==> src/rtl/noc_packet_deserializer_if.sv <==
// Flit format and the node_port link between a router port and a terminating endpoint.
// FLIT_DATA_WIDTH sets the flit payload width; it defaults to 16 when not given on the command line.
`ifndef FLIT_DATA_WIDTH
`define FLIT_DATA_WIDTH 16
`endif

package noc_pkg;
    localparam int FLIT_W = `FLIT_DATA_WIDTH;

    typedef enum logic [1:0] {
        FT_DATA   = 2'd0,
        FT_HEADER = 2'd1,
        FT_TAIL   = 2'd2,
        FT_RSVD   = 2'd3
    } flit_type_e;

    // A HEADER flit carries its `free` field in data.
    typedef struct packed {
        flit_type_e        ftype;
        logic [FLIT_W-1:0] data;
    } flit_t;
endpackage

interface node_port;
    logic           enable;
    noc_pkg::flit_t flit;
    logic           ack;
    logic           rej;

    modport down (input enable, input flit, output ack, output rej);
    modport up   (output enable, output flit, input ack, input rej);
endinterface

==> src/rtl/noc_packet_deserializer.sv <==
// Reassembles HEADER + N_FLITS data flits into full packets and queues them in a FWFT FIFO.
// Optional NOC_DESER_TAIL_CHECK_EN: enforce DATA..DATA,TAIL framing and drop malformed packets with err.
module noc_packet_deserializer
    import noc_pkg::*;
#(
    parameter int PACKET_BITS  = 16,
    parameter int PADDING_BITS = 0,
    parameter int DEPTH        = 2,
    localparam int PAD_W = (PADDING_BITS > 0) ? PADDING_BITS : 1,
    localparam int CNT_W = $clog2(DEPTH + 1)
) (
    input  logic                   clk,
    input  logic                   rst,
    input  logic                   flush,
    node_port.down                 down,
    output logic                   out_valid,
    input  logic                   out_ready,
    output logic [PAD_W-1:0]       out_padding,
    output logic [PACKET_BITS-1:0] out_packet,
    output logic [CNT_W-1:0]       count,
    output logic                   err
);
    localparam int N_FLITS = (PACKET_BITS + FLIT_W - 1) / FLIT_W;
    localparam int ASM_W   = N_FLITS * FLIT_W;
    localparam int IDX_W   = (N_FLITS > 1) ? $clog2(N_FLITS) : 1;
    localparam int PTR_W   = (DEPTH > 1) ? $clog2(DEPTH) : 1;

    typedef enum logic {S_IDLE, S_RECV} state_e;

    state_e                 state;
    logic [IDX_W-1:0]       cnt;
    logic [PAD_W-1:0]       hdr_pad;
    logic [ASM_W-1:0]       asm_q;
    logic [ASM_W-1:0]       asm_merged;
    logic [PACKET_BITS-1:0] mem_pkt [DEPTH];
    logic [PAD_W-1:0]       mem_pad [DEPTH];
    logic [PTR_W-1:0]       head, tail;
    logic [PACKET_BITS-1:0] hold_pkt;
    logic [PAD_W-1:0]       hold_pad;
    logic                   err_q;

    logic is_header, full, reject, take, accept_hdr, data_flit, last_flit, bad_flit, commit, pop;
    logic [PAD_W-1:0] pad_in;

    function automatic logic [PTR_W-1:0] ptr_inc(input logic [PTR_W-1:0] p);
        return (p == PTR_W'(DEPTH - 1)) ? '0 : p + 1'b1;
    endfunction

    // Room is judged on the registered count only, so a same-cycle pop never admits a header.
    assign is_header  = (down.flit.ftype == FT_HEADER);
    assign full       = (count == CNT_W'(DEPTH));
    assign take       = down.enable && !flush;
    assign reject     = take && (state == S_IDLE) && is_header && full;
    assign down.ack   = down.enable && !reject;
    assign down.rej   = reject;
    assign accept_hdr = take && (state == S_IDLE) && is_header && !full;
    assign data_flit  = take && (state == S_RECV) && !is_header;
    assign last_flit  = (cnt == IDX_W'(N_FLITS - 1));
    assign pad_in     = (PADDING_BITS > 0) ? PAD_W'(down.flit.data) : '0;

`ifdef NOC_DESER_TAIL_CHECK_EN
    assign bad_flit = last_flit ? (down.flit.ftype != FT_TAIL) : (down.flit.ftype == FT_TAIL);
`else
    assign bad_flit = 1'b0;
`endif

    assign commit    = data_flit && last_flit && !bad_flit;
    assign out_valid = (count != '0);
    assign pop       = out_valid && out_ready && !flush;

    always_comb begin
        // NOTE: assign the whole vector first; writing only the indexed slice would infer a latch.
        asm_merged = asm_q;
        asm_merged[cnt*FLIT_W +: FLIT_W] = down.flit.data;
    end

    assign out_packet = out_valid ? mem_pkt[head] : hold_pkt;
    assign out_padding = out_valid ? mem_pad[head] : hold_pad;
    assign err = err_q;

    always_ff @(posedge clk or posedge rst) begin
        if (rst) begin
            state    <= S_IDLE;
            cnt      <= '0;
            hdr_pad  <= '0;
            asm_q    <= '0;
            head     <= '0;
            tail     <= '0;
            count    <= '0;
            hold_pkt <= '0;
            hold_pad <= '0;
            err_q    <= 1'b0;
            // NOTE: the packet store is reset too so every slot reads 0 afterwards; flush only rewinds pointers.
            for (int i = 0; i < DEPTH; i++) begin
                mem_pkt[i] <= '0;
                mem_pad[i] <= '0;
            end
        end else begin
            // NOTE: non-blocking throughout, so every decision below sees pre-edge values.
            err_q <= 1'b0;
            if (out_valid) begin
                hold_pkt <= out_packet;
                hold_pad <= out_padding;
            end

            if (flush) begin
                state <= S_IDLE;
                cnt   <= '0;
                head  <= '0;
                tail  <= '0;
                count <= '0;
            end else begin
                case (state)
                    S_IDLE: begin
                        if (accept_hdr) begin
                            hdr_pad <= pad_in;
                            cnt     <= '0;
                            state   <= S_RECV;
                        end
                    end
                    S_RECV: begin
                        if (data_flit) begin
                            asm_q <= asm_merged;
                            if (bad_flit) begin
                                err_q <= 1'b1;
                                cnt   <= '0;
                                state <= S_IDLE;
                            end else if (last_flit) begin
                                cnt   <= '0;
                                state <= S_IDLE;
                            end else begin
                                cnt <= cnt + 1'b1;
                            end
                        end
                    end
                    default: state <= S_IDLE;
                endcase

                if (commit) begin
                    mem_pkt[tail] <= asm_merged[PACKET_BITS-1:0];
                    mem_pad[tail] <= hdr_pad;
                    tail          <= ptr_inc(tail);
                end
                if (pop) head <= ptr_inc(head);

                if (commit && !pop)      count <= count + 1'b1;
                else if (pop && !commit) count <= count - 1'b1;
            end
        end
    end
endmodule
==> src/flat_wrapper.sv <==
// flat-port wrapper written by rule: the top's interface ports become plain ports
module noc_packet_deserializer_flat import noc_pkg::*;
#(
    parameter int PACKET_BITS  = 16,
    parameter int PADDING_BITS = 0,
    parameter int DEPTH        = 2,
    localparam int PAD_W = (PADDING_BITS > 0) ? PADDING_BITS : 1,
    localparam int CNT_W = $clog2(DEPTH + 1)
)
  (clk, rst, flush, out_valid, out_ready, out_padding, out_packet, count, err, down_enable, down_flit, down_ack, down_rej);
  node_port down_i ();
  input  logic clk;
  input  logic rst;
  input  logic flush;
  output logic out_valid;
  input  logic out_ready;
  output logic [PAD_W-1:0] out_padding;
  output logic [PACKET_BITS-1:0] out_packet;
  output logic [CNT_W-1:0] count;
  output logic err;
  input wire logic [$bits(down_i.enable)-1:0] down_enable;
  input wire logic [$bits(down_i.flit)-1:0] down_flit;
  output wire logic [$bits(down_i.ack)-1:0] down_ack;
  output wire logic [$bits(down_i.rej)-1:0] down_rej;
  assign down_i.enable = down_enable;
  assign down_i.flit = down_flit;
  assign down_ack = down_i.ack;
  assign down_rej = down_i.rej;
  noc_packet_deserializer #(.PACKET_BITS(PACKET_BITS), .PADDING_BITS(PADDING_BITS), .DEPTH(DEPTH)) u_core (.clk(clk), .rst(rst), .flush(flush), .down(down_i), .out_valid(out_valid), .out_ready(out_ready), .out_padding(out_padding), .out_packet(out_packet), .count(count), .err(err));
endmodule
==> config.mk <==
export PLATFORM = sky130hd
export DESIGN_NAME = noc_packet_deserializer_flat
export DESIGN_NICKNAME = d
export VERILOG_FILES = /design/src/rtl/noc_packet_deserializer_if.sv /design/src/rtl/noc_packet_deserializer.sv /design/src/flat_wrapper.sv
export SDC_FILE = /design/constraint.sdc
export NUM_CORES = 1
export LEC_CHECK = 0
export CAP_MARGIN = 40
export CORE_MARGIN = 2
export CORE_UTILIZATION = 35
export CTS_CLUSTER_DIAMETER = 80
export DETAILED_ROUTE_END_ITERATION = 10
export PLACE_DENSITY = 0.57
export SKIP_LAST_GASP = 1
export SLEW_MARGIN = 5
export SYNTH_ARGS = -nofsm -noshare
export SYNTH_HDL_FRONTEND = slang
export SYNTH_SLANG_ARGS = --single-unit
==> constraint.sdc <==
create_clock -name clk -period 2.03 [get_ports clk]
set_input_delay 0.406 -clock clk [delete_from_list [all_inputs] [get_ports clk]]
set_output_delay 0.406 -clock clk [all_outputs]
set_load 0.005 [all_outputs]
==> out/qor.csv, run 1 <==
metric,value,unit
DRC Markers,0,
Critical Path Source Type,register,
buffer and inverter count on the worst path,2,
CTS tree,yes,
gp weighted congestion,0.687,
Util after Layout,48.2,%
"most common cell after layout, fill and taps aside",dfrtp_1,
failing checks,setup timing,
mean post-synth cell area,12.5,sq um
Core Area,0.00683,sq mm
Pre-antenna DRT Iters,3,
"FF+latch count, synth",56,
Synth Warn #,0,
synth top area cells,"dfrtp_1, mux2_2, mux2i_1, a21oi_1, mux2_4",
status,"finished, violations left",
routed vias/inst,4.67,
kind of cell adding the most delay to the critical path,buffers and inverters,
total congestion overflow,0,
setup ws final,-148,ps
port bufs,44,
Leak Pwr,1.49,nW
CP Data Required Time,1620,ps
Crit Path Max Fanout,18,
Worst-path clk slew,90,ps
Cell Pwr Density,858,mW/mm^2
largest net degree at the start of global routing,40,
final setup violation count,6,
post-synthesis cell area,0.00249,sq mm
fin nets,277,
post-synth top area share,56.2,%
FF-to-FF setup slack,510,ps
fraction of layout cells with a size suffix above 1,30.6,%
maximum vdd ir drop,0.443,mV
min Tclk post-route,2180,ps
Max H-tree Level,2,
Die Footprint,0.00782,sq mm
crit path kind,register to output pin,
IO Count,46,
synth unique cells,29,
Max clock buf depth,2,
vias in the first global route,1656,
antenna violations before repair,0,
Max Clock Freq,459,MHz
diode count,0,
DP HPWL,3.13,mm
Syn Inst Count,199,
first-pass GRT wire length,7.97,mm
Min Hold Slack,472,ps
critical path endpoint category,output pin,
area added between synthesis and finish,32.2,%
Sequential cell area,0.00140,sq mm
critical path's largest stage delay,510,ps
worst-path cell chain,"or2_4, buf_12, a21oi_2, clkdlybuf4s50_1",
most frequent cells in the layout,"dfrtp_1, a21oi_1, clkdlybuf4s50_1, mux2_2, mux2i_1",
max-slew violation count,0,
cell with the largest stage delay on the worst path,clkdlybuf4s50_1,
Die H,88.4,um
WL/cell,13.8,um
MaxCap Viol Count,0,
Routed Antenna Nets,0,
initial DRC count,82,
Tot GR Track Use,13.5,%
fill count,659,
Die Wd,88.4,um
CP arrival,1770,ps
clock root cell,clkbuf_8,
via count,1625,
clk_lat worst skew,300,ps
post-synthesis net count,222,
final worst-path cycle share,107,%
RSZ-0062 raised after global routing,true,
cell taking the most area after synthesis,dfrtp_1,
WL final,4.79,mm
Starting Density,36.5,%
clock sinks,56,
"Seq/Total Area, Yosys",56.2,%
multi-input logic area,0.00107,sq mm
num rows,30,
Clock Skew,6.02,ps
Hold Fails Final Rpt,0,
Worst Hold Class,primary input to async pin,
Inserted Clock Buffers,5,
timing repair:
action,in CTS,in global routing
buffers inserted,1,2
hold buffers,0,0
pin swaps,1,0
endpoints found under the setup margin,20,17
gates resized for setup,29,12
cloned,1,0
power by group:
part           switching [mW]  internal (mW)
Sequential              0.114           1.36
Clock                   0.324          0.224
Combinational           0.338          0.472
metrics by stage:
step | setup TNS [ps] | worst slack, ps | std cells | cell area [sq um] | total power, mW
after floorplan | 0 | 253 | 199 | 2490 | 1.91
after global placement | -2550 | -168 | 340 | 3130 | 2.30
after detailed placement | -3250 | -203 | 340 | 3130 | 2.32
after CTS | -1340 | -195 | 347 | 3260 | 2.84
after global routing | -1300 | -227 | 348 | 3300 | 3.03
final | -296 | -148 | 348 | 3300 | 2.83
synthesized netlist by cell type, drive strengths merged:
cell type  number
nor2           21
and3            1
mux2i          18
a21oi          35
o221a           1
o21a            1
nand3           1
nand2b          1
mux2           32
clkbuf          7
conb            1
nor3b           1
or3             1
and2            1
dfrtp          56
inv             2
o31a            1
or2             1
a21boi          2
nor3            1
nor2b           3
buf             6
nand2           2
xnor2           1
xor2            2
per-layer routing:
layer,GRT usage [%],vias to the layer above,part of all wire (%)
li1,-,793,-
met1,17.6,800,46
met2,21.9,27,48
met3,3.17,5,4.1
met4,5.37,0,1.4
met5,0,-,0
cell type report:
class | count | share of cell area, %
multi-input cells | 128 | 32.5
clock buffers | 5 | 2.09
well taps | 96 | 3.64
flip-flops and latches | 56 | 42.5
repair buffers | 61 | 19.0
inverters | 2 | 0.228
cells by family (layout without fill, tap and decap cells):
logic type             Yosys count  in the layout  share of synthesized area (%)
AO/OA/AOI/OAI                   40             40                           8.73
XOR/XNOR                         3              3                           1.05
buffers and inverters           15             68                           3.61
flip-flops                      56             56                           56.2
multiplexers                    50             50                           23.0
other                            1              1                          0.150
AND/OR/NAND/NOR                 34             34                           7.23
path summary, 6_finish.rpt:
check,depth (start not counted),start,end
min in group clk,1,u_core.mem_pad[1],u_core.mem_pad[1]
min,3,rst,u_core.mem_pkt[16]
max reg2reg,4,u_core.state,u_core.mem_pkt[24]
max in group asynchronous,3,rst,u_core.hold_pkt[8]
max,4,u_core.count[1],out_padding
min reg2reg,1,u_core.mem_pad[1],u_core.mem_pad[1]
state kept, by name, indices dropped and copies added (netlist names):
name / count
u_core.count: 2
u_core.state: 1
u_core.hold_pkt: 16
u_core.head: 1
u_core.tail: 1
u_core.mem_pkt: 32
u_core.hold_pad: 1
u_core.mem_pad: 2
worst register-to-register path: stages, from the launching register on:
cell	delay, ps
dfrtp_1	440
nand3_4	120
or3_1	370
buf_12	180
mux2_4	300
Power figures use the tool's default switching activity.
==> run 2, diff against run 1 <==
- TNS_END_PERCENT: not set -> 10
==> out/qor.csv, run 2 (synthesized netlist as in run 1, its figures left out) <==
metric,value,unit
status,"finished, violations left",
failing checks,setup timing,
Max H-tree Level,2,
Die Wd,88.4,um
hold buffer count at CTS,0,
Worst-path clk slew,90,ps
"Design Area, Final",0.00326,sq mm
diode count,0,
port bufs,44,
min Tclk post-route,2200,ps
fin nets,275,
Routed Antenna Nets,0,
critical path endpoint category,output pin,
fraction of layout cells with a size suffix above 1,26.4,%
worst reg2reg path depth,4,
"most common cell after layout, fill and taps aside",dfrtp_1,
total congestion overflow,0,
Crit Path Max Fanout,18,
DP Area,0.00313,sq mm
num rows,30,
Cell Pwr Density,870,mW/mm^2
MaxCap Viol Count,0,
Max clock buf depth,2,
Min Hold Slack,474,ps
total power,2.83,mW
first-pass GRT wire length,7.96,mm
antenna violations before repair,0,
RSZ-0062 raised after global routing,true,
Max Clock Freq,455,MHz
most frequent cells in the layout,"dfrtp_1, clkdlybuf4s50_1, a21oi_1, mux2_2",
DRC Markers,0,
max reg flops,32,
CP arrival,1790,ps
final worst-path cycle share,108,%
Die H,88.4,um
WL final,4.70,mm
clock root cell,clkbuf_8,
Worst Hold Class,primary input to async pin,
setup ws final,-169,ps
Pre-antenna DRT Iters,3,
Hold Fails Final Rpt,0,
Critical Path Source Type,register,
clock sinks,56,
IO Count,46,
Util after Layout,47.7,%
area added between synthesis and finish,30.7,%
Die Footprint,0.00782,sq mm
vias in the first global route,1657,
clk_lat worst skew,300,ps
initial DRC count,95,
Clock Skew,5.89,ps
Largest regs,"u_core.mem_pkt (32), u_core.hold_pkt (16)",
Tot GR Track Use,13.5,%
Starting Density,36.5,%
Leak Pwr,1.45,nW
via count,1615,
crit path kind,register to output pin,
WL/cell,13.6,um
routed vias/inst,4.67,
CTS tree,yes,
final setup violation count,18,
DP HPWL,3.13,mm
largest net degree at the start of global routing,40,
Inserted Clock Buffers,5,
maximum vdd ir drop,0.441,mV
"Most flops, register",u_core.mem_pkt,
post-CTS setup buffers,0,
CP Data Required Time,1620,ps
max-slew violation count,0,
Core Area,0.00683,sq mm
gp weighted congestion,0.687,
-- run 2: cell count changes in the layout (fill, tap and decap cells not counted), sizes merged --
cell           delta
clkdlybuf4s50    +14
dlygate4sd2      -13
dlymetal6s2s      -1
buf               -2
-- run 2: per-layer routing --
layer,part of all wire (%),GRT usage [%],vias up
met5,0,0,-
met4,1.5,5.37,0
met3,4.2,3.17,5
met2,48,21.8,27
met1,46,17.6,792
li1,-,-,791
-- run 2: metrics by stage --
| stage | setup slack [ps] | TNS [ps] | instances |
|---|---|---|---|
| floorplan | 253 | 0 | 199 |
| global placement | -168 | -2550 | 340 |
| finish | -169 | -2370 | 346 |
| CTS | -199 | -3010 | 346 |
| global route | -262 | -4010 | 346 |
| detailed placement | -203 | -3250 | 340 |
-- run 2: path summary, 6_finish.rpt --
check                                        from  slack [ps]                 end
worst max register to register       u_core.state         510  u_core.mem_pkt[24]
worst max-delay path              u_core.count[1]        -170      out_packet[14]
worst min register to register  u_core.mem_pad[1]         500   u_core.mem_pad[1]
max in group asynchronous                     rst        1360  u_core.hold_pkt[8]
worst min-delay path                          rst         470  u_core.mem_pkt[16]
min in group clk                u_core.mem_pad[1]         500   u_core.mem_pad[1]
-- run 2: where the power goes --
part / leakage, nW / switching [mW] / internal (mW) / total, mW
Clock: 0.0359 / 0.323 / 0.224 / 0.547
Sequential: 0.709 / 0.0967 / 1.36 / 1.45
Combinational: 0.701 / 0.332 / 0.503 / 0.835
-- run 2: area by class of cell --
cell class,count,area (sq um)
inverters,2,7.51
repair buffers,59,629
clock buffers,5,68.8
fillers,660,3570
multi-input cells,128,1030
flip-flops and latches,56,1400
well taps,96,120
-- run 2: repair_timing --
item,4_1_cts,5_1_grt
gates resized for setup,12,3
pin swaps,1,0
cloned,1,0
setup endpoints to repair,20,20
-- run 2: worst max-delay path: stages, from the launching register on --
cell,delay [ps]
dfrtp_1,390
or2_4,280
buf_6,170
a21oi_1,140
clkdlybuf4s50_1,520
==> run 3, diff against run 2 <==
- CORE_UTILIZATION: 35 -> 62
- DONT_BUFFER_PORTS: not set -> 1
- PLACE_DENSITY: 0.57 -> 0.78
==> out/qor.csv, run 3 (synthesized netlist as in run 1, its figures left out) <==
metric,value,unit
status,"finished, final reports clean",
WL/cell,17.9,um
port bufs,0,
fin nets,226,
max reg flops,32,
Leak Pwr,1.23,nW
"Design Area, Final",0.00267,sq mm
kind of cell adding the most delay to the critical path,simple AND/OR/NAND/NOR gates,
vias in the first global route,1513,
fill count,272,
area added between synthesis and finish,7.07,%
final setup violation count,0,
Hold Fails Final Rpt,0,
fraction of layout cells with a size suffix above 1,27.0,%
Cell Pwr Density,1010,mW/mm^2
Post-Layout Cell Count,254,
Routed Antenna Nets,0,
clock sinks,56,
diode count,0,
max-slew violation count,0,
CP arrival,1520,ps
Util after Layout,67.7,%
post-route setup TNS,0,ps
Max Clock Freq,519,MHz
Core Area,0.00394,sq mm
WL final,4.54,mm
critical path endpoint category,output pin,
min Tclk post-route,1930,ps
Tot GR Track Use,21.0,%
clock root cell,clkbuf_8,
setup ws final,102,ps
Worst-path clk slew,90,ps
"most common cell after layout, fill and taps aside",dfrtp_1,
Slew Limit Headroom,61.3,%
CP Data Required Time,1620,ps
Min Hold Slack,39.0,ps
critical path's largest stage delay,530,ps
worst-path cell chain,"or2_2, a21oi_1",
hold buffer count at CTS,0,
total congestion overflow,0,
Die Wd,67.4,um
total power,2.70,mW
MaxCap Viol Count,0,
routed vias/inst,5.90,
Die H,67.4,um
most frequent cells in the layout,"dfrtp_1, a21oi_1, mux2_2, nor2_1, mux2i_1",
initial DRC count,81,
"Most flops, register",u_core.mem_pkt,
Starting Density,63.2,%
CTS tree,yes,
Die Footprint,0.00455,sq mm
largest net degree at the start of global routing,54,
cell with the largest stage delay on the worst path,or2_2,
Placed Cells,245,
maximum vdd ir drop,0.635,mV
Crit Path Max Fanout,25,
Max H-tree Level,2,
first-pass GRT wire length,6.92,mm
DP Area,0.00255,sq mm
IO Count,46,
DP Worst Slack,166,ps
Max clock buf depth,2,
gp weighted congestion,0.731,
worst slew pin tran,580,ps
final worst-path cycle share,95.0,%
DP HPWL,3.09,mm
DRC Markers,0,
num rows,23,
via count,1498,
RSZ-0062 raised after global routing,false,
Inserted Clock Buffers,5,
clk_lat worst skew,300,ps
Worst Hold Class,primary input to async pin,
Largest regs,"u_core.mem_pkt (32), u_core.hold_pkt (16)",
antenna violations before repair,0,
Pre-antenna DRT Iters,4,
post-CTS setup buffers,0,
crit path kind,register to output pin,
Critical Path Source Type,register,
Clock Skew,2.76,ps
buffer and inverter count on the worst path,0,
run 3: worst register-to-register path: stages (launching register included):
cell and delay [ps]:
dfrtp_1 420, nand3_4 150, or3_1 370, buf_4 210, mux2_4 310
run 3: final timing paths:
kind	slack [ps]	start	cells after the start	end
min reg2reg	500	u_core.mem_pad[1]	1	u_core.mem_pad[1]
max	100	u_core.count[1]	2	out_packet[8]
min in group clk	160	flush	1	u_core.tail
max reg2reg	460	u_core.state	4	u_core.mem_pkt[19]
min	40	rst	1	u_core.mem_pkt[23]
max in group asynchronous	1370	rst	2	u_core.mem_pkt[6]
run 3: repair_timing:
item,4_1_cts,5_1_grt
gates resized for setup,1,0
gates cloned,0,1
pin swaps,0,1
endpoints found under the setup margin,17,3
run 3: report_power, final:
| part | leakage [nW] | total [mW] | switching, mW | internal [mW] |
|---|---|---|---|---|
| clock network | 0.0552 | 0.699 | 0.332 | 0.366 |
| registers | 0.709 | 1.45 | 0.0971 | 1.36 |
| logic | 0.465 | 0.546 | 0.294 | 0.252 |
| total | 1.23 | 2.70 | 0.724 | 1.97 |
run 3: metal layers:
layer | vias to the layer above | GRT usage [%] | share of wire, % | wire (um)
met5 | - | 0 | 0 | 0
met4 | 0 | 8.67 | 1.2 | 54
met3 | 6 | 7.00 | 7.4 | 335
met2 | 48 | 33.2 | 48 | 2200
met1 | 749 | 26.8 | 43 | 1950
li1 | 695 | - | - | -
run 3: cell type report:
type / count / area, sq um / share of cell area (%)
Tap cell: 50 / 62.6 / 2.34
Inverter: 2 / 7.51 / 0.281
Clock buffer: 6 / 72.6 / 2.72
Clock inverter: 2 / 35.0 / 1.31
Timing Repair Buffer: 9 / 80.1 / 3.00
Sequential cell: 56 / 1400 / 52.5
Multi-Input combinational cell: 129 / 1010 / 37.9
